`src/rtl/vram_arbiter.sv`:
```
// Arbiter sharing one single-port video RAM between VGA scanout (priority) and the CPU.
// A saturating starvation counter forces a CPU slot after STARVE_LIMIT consecutive losses.
module vram_arbiter #(
   parameter int ADDR_W       = 16,
   parameter int DATA_W       = 32,
   parameter int STARVE_LIMIT = 4
) (
   input  logic                clk,
   input  logic                rst,
   input  logic                vga_req,
   input  logic [ADDR_W-1:0]   vga_addr,
   output logic                vga_gnt,
   output logic                vga_rvalid,
   output logic [DATA_W-1:0]   vga_rdata,
   input  logic                cpu_req,
   input  logic                cpu_we,
   input  logic [ADDR_W-1:0]   cpu_addr,
   input  logic [DATA_W-1:0]   cpu_wdata,
   input  logic [DATA_W/8-1:0] cpu_wstrb,
   output logic                cpu_gnt,
   output logic                cpu_rvalid,
   output logic [DATA_W-1:0]   cpu_rdata,
   output logic                mem_en,
   output logic [DATA_W/8-1:0] mem_we,
   output logic [ADDR_W-1:0]   mem_addr,
   output logic [DATA_W-1:0]   mem_wdata,
   input  logic [DATA_W-1:0]   mem_rdata
);

   typedef enum logic {
      ST_NORMAL    = 1'b0,
      ST_FORCE_CPU = 1'b1
   } state_t;

   localparam logic [1:0] OWN_NONE = 2'd0;
   localparam logic [1:0] OWN_VGA  = 2'd1;
   localparam logic [1:0] OWN_CPU  = 2'd2;
   localparam logic [7:0] LIMIT    = 8'(STARVE_LIMIT);

   state_t      state, state_next;
   logic [7:0]  starve_cnt, starve_next;
   logic [1:0]  owner, owner_next;

   always_ff @(posedge clk) begin
      if (rst) begin
         state      <= ST_NORMAL;
         starve_cnt <= 8'd0;
         owner      <= OWN_NONE;
      end else begin
         state      <= state_next;
         starve_cnt <= starve_next;
         owner      <= owner_next;
      end
   end

   // Entering FORCE_CPU is decided from the updated count so the CPU wins the very next cycle.
   always_comb begin
      starve_next = starve_cnt;
      state_next  = state;
      owner_next  = OWN_NONE;
      if (cpu_gnt) begin
         starve_next = 8'd0;
      end else if (cpu_req && vga_gnt && (starve_cnt < LIMIT)) begin
         starve_next = starve_cnt + 8'd1;
      end else begin
         starve_next = starve_cnt;
      end
      case (state)
         ST_NORMAL:    state_next = (starve_next >= LIMIT) ? ST_FORCE_CPU : ST_NORMAL;
         ST_FORCE_CPU: state_next = cpu_gnt ? ST_NORMAL : ST_FORCE_CPU;
         default:      state_next = ST_NORMAL;
      endcase
      if (vga_gnt) begin
         owner_next = OWN_VGA;
      end else if (cpu_gnt && !cpu_we) begin
         owner_next = OWN_CPU;
      end else begin
         owner_next = OWN_NONE;
      end
   end

   // Rvalid is gated by rst so a read granted just before reset never returns.
   always_comb begin
      vga_gnt = 1'b0;
      cpu_gnt = 1'b0;
      if (rst) begin
         vga_gnt = 1'b0;
         cpu_gnt = 1'b0;
      end else begin
         case (state)
            ST_NORMAL: begin
               vga_gnt = vga_req;
               cpu_gnt = cpu_req & ~vga_req;
            end
            ST_FORCE_CPU: begin
               cpu_gnt = cpu_req;
               vga_gnt = vga_req & ~cpu_req;
            end
            default: begin
               vga_gnt = 1'b0;
               cpu_gnt = 1'b0;
            end
         endcase
      end
      mem_en     = vga_gnt | cpu_gnt;
      mem_addr   = cpu_gnt ? cpu_addr : vga_addr;
      mem_we     = (cpu_gnt && cpu_we) ? cpu_wstrb : '0;
      mem_wdata  = cpu_wdata;
      vga_rvalid = (owner == OWN_VGA) && !rst;
      cpu_rvalid = (owner == OWN_CPU) && !rst;
      vga_rdata  = vga_rvalid ? mem_rdata : '0;
      cpu_rdata  = cpu_rvalid ? mem_rdata : '0;
   end

endmodule

```
`config.mk`:
```
export PLATFORM = sky130hd
export DESIGN_NAME = vram_arbiter
export DESIGN_NICKNAME = d
export VERILOG_FILES = /design/src/rtl/vram_arbiter.sv
export SDC_FILE = /design/constraint.sdc
export NUM_CORES = 1
export LEC_CHECK = 0
export CAP_MARGIN = 10
export CORE_AREA = 2 2 88 90
export CTS_CLUSTER_DIAMETER = 50
export DETAILED_ROUTE_END_ITERATION = 10
export DIE_AREA = 0 0 90 92
export GPL_TIMING_DRIVEN = 0
export PLACE_DENSITY_LB_ADDON = 0.2
export SYNTH_ARGS = -nofsm -noshare
export SYNTH_HDL_FRONTEND = slang
export SYNTH_SLANG_ARGS = --single-unit
```
`constraint.sdc`:
```
create_clock -name clk -period 2.8 [get_ports clk]
set_clock_uncertainty 0.2 [all_clocks]
set_input_delay 0.56 -clock clk [delete_from_list [all_inputs] [get_ports clk]]
set_output_delay 0.56 -clock clk [all_outputs]
set_load 0.05 [all_outputs]
```
==> results.ini <==
[status]
status=complete, no violations

[global_route]
antenna_found_initial=0
grt_pass1_wl_um=9860
overflow=0
grt_start_max_net_pins=11
grt_pass1_vias=1843
grtUsageTotal_pct=14.5

[timing]
setup_violations=0
worstMarginPinSlew_ps=586
timing.fmax_mhz=364
rsz0062_at_grt=false
finalMaxSlewViolations=0
tns_ps=0
hold_violations=0
relSlewSlack_pct=60.6
layout_min_cycle_time_ps=2750
fin_ws_ps=53.4
min_period_over_period_pct=98.1

[critical_path]
critPathArrivalTime_ps=1990
r2r_slack_ps=1250
cp-start-kind=input pin
max_stage_delay_ps=410
path_cells=clkdlybuf4s15_1 > nor2b_4 > or3_4 > buf_12 > mux2_4 > buf_2
reg2reg_depth=5
r2r-end=owner[1]$_SDFF_PP0_
crit_fanout=6
cp-end-kind=primary output
rr_startpoint=state$_SDFF_PP0_
cp.required_ps=2040
crit_end=mem_addr[12]
slowest_stage=or3_4
crit_start=vga_req
criticalPathCategory=input pin to primary output

[layout]
layoutNonFillerInstCount=477
multi_input_area_um2=892
post_route_cells_drive_above_1_share_pct=44.3
num-fill-cells=785
fin_nets=482
diodes=0
fin_util_pct=46.3
seq_area_um2=220
area_growth_pct=147

[placed_design]
dp_worst_setup_slack_ps=-1220
place_hpwl_um=5180
dp.cells=466
place_congestion=0.791
io_buffers=192

[routing]
wl_met2_um=3350
wl_met1_um=2370
vias_per_cell=3.86
drc=0
drt_iter0_drc=18
vias=1843
dr.max_layer_used=met4
met3_length_um=504
dr.pass1.iters=4
avgRoutedWirePerCell_um=13.1
drt-total-wl_um=6260
ant_nets=0

[floorplan]
rows=32
die_area_um2=8280
die_y_um=92
fp.dieW_um=90
core_um2=7450
io_pins=226
start_util_pct=18.7

[clock_network]
numCtsBuffers=3
clk_pin_slew_ps=40
cts.sinks=11
cts_tree=done
clk_latency_ps=230
cts_root_buf=clkbuf_8
htreeDepth=1
cts_buffer_depth=2

[synth]
syn-num-nets=278
ys_seq_area_share_pct=15.8
yosysUniqueCellTypes=27
synth.avg_cell_area_um2=8.10
synth-seq-cells=11
synthCells=172
yosys_warnings=0
netlist_area_um2=1390

[power_and_ir_drop]
peakVddDrop_uv=463
pwr_density_cell_nw_per_um2=249
power.leakage_nw=1.68

[min_path]
worst_hold_path_type=flop to flop

[flow_run]
cap_violations=0

## cell usage after synthesis (all sizes together)
cell / number / share of area, %
buf: 35 / 20
inv: 4 / 1.1
ha: 1 / 0.90
nand3: 1 / 0.36
or3: 1 / 0.81
a211oi: 2 / 1.1
nor2b: 2 / 0.90
and3: 4 / 1.8
a41oi: 1 / 0.63
o32ai: 1 / 0.63
a22o: 1 / 0.72
or2: 1 / 0.45
nor2: 2 / 0.54
clkbuf: 7 / 1.9
nand4: 1 / 0.45
dfxtp: 11 / 16
mux2: 16 / 15
and2: 70 / 31
nand2b: 3 / 1.3
nor4: 1 / 0.45
nor3b: 3 / 1.6
a21oi: 3 / 1.1
o22ai: 1 / 0.45
## metrics by stage
step | hold WS, ps | power (mW) | cell area, µm²
after floorplan | 230 | 0.487 | 1400
after global placement | 246 | 0.709 | 3450
after detailed placement | 247 | 0.713 | 3450
after CTS | 262 | 0.864 | 3440
after global routing | 278 | 0.895 | 3450
final | 257 | 0.857 | 3450
## kinds of logic after synthesis
kind of cell | after synthesis | share of synthesized area [%]
simple gates | 89 | 40.1
buf+inv | 46 | 23.2
mux | 16 | 15.4
flops | 11 | 15.8
compound gates | 9 | 4.58
fa+ha+maj | 1 | 0.898
## sequential cells by signal (all words and copies together) (netlist names)
name,flops
starve_cnt,8
owner,2
state,1
## area by class of cell
class / instances / area share, %
Sequential cell: 11 / 6.39
Buffer: 41 / 9.69
Tap cell: 102 / 3.70
Inverter: 4 / 0.436
Clock buffer: 4 / 1.31
Multi-Input combinational cell: 116 / 25.9
Timing Repair Buffer: 199 / 52.6
## report_power, final
part / total, mW / leakage, nW / switching [mW] / internal, mW
logic: 0.543 / 1.57 / 0.298 / 0.245
clock network: 0.152 / 0.0228 / 0.0529 / 0.0994
registers: 0.161 / 0.0891 / 0.00202 / 0.159
## cells in the final DEF, fill, tap and decap left out, types with 2 or more instances in the layout
cell type,instances
clkdlybuf4s50_1,101
a21oi_1,3
nand2b_1,3
buf_2,18
and3_2,4
mux2_4,9
clkbuf_4,5
nor2_1,2
buf_6,13
nor3b_4,2
clkbuf_8,5
a211oi_1,2
dfxtp_1,11
and2_1,70
clkdlybuf4s15_2,7
inv_1,3
buf_4,85
mux2_2,7
dlygate4sd2_1,2
## routing by layer
| metal | vias to the layer above | global-route usage, % |
|---|---|---|
| li1 | 934 | - |
| met1 | 813 | 16.2 |
| met2 | 92 | 27.9 |
| met3 | 4 | 4.11 |
| met4 | 0 | 1.79 |
| met5 | - | 0 |
## worst min-delay path by stage
stage / from / endpoint / slack [ps] / cells after the start
after CTS: starve_cnt[4]$_SDFF_PP0_ / starve_cnt[4]$_SDFF_PP0_ / 260 / 1
final: starve_cnt[5]$_SDFF_PP0_ / starve_cnt[5]$_SDFF_PP0_ / 260 / 1
after global placement: starve_cnt[6]$_SDFF_PP0_ / starve_cnt[6]$_SDFF_PP0_ / 250 / 1
after floorplan: starve_cnt[6]$_SDFF_PP0_ / starve_cnt[6]$_SDFF_PP0_ / 230 / 1
after global routing: starve_cnt[5]$_SDFF_PP0_ / starve_cnt[5]$_SDFF_PP0_ / 280 / 1
after detailed placement: starve_cnt[5]$_SDFF_PP0_ / starve_cnt[5]$_SDFF_PP0_ / 250 / 1
## worst max-delay path, delay by kind of cell
family / cells / cell delay [ps]
buffers and inverters: 3 / 580
multiplexers: 1 / 280
AND/OR/NAND/NOR: 2 / 560
## what timing repair did
item / 4_1_cts / 5_1_grt
buffers inserted: 5 / 0
endpoints found under the setup margin: 89 / 17
hold buffers: 0 / 0
resized for setup: 517 / 5
pin swaps: 3 / 1
cloned: 3 / 0
(Power assumes the default switching activity.)
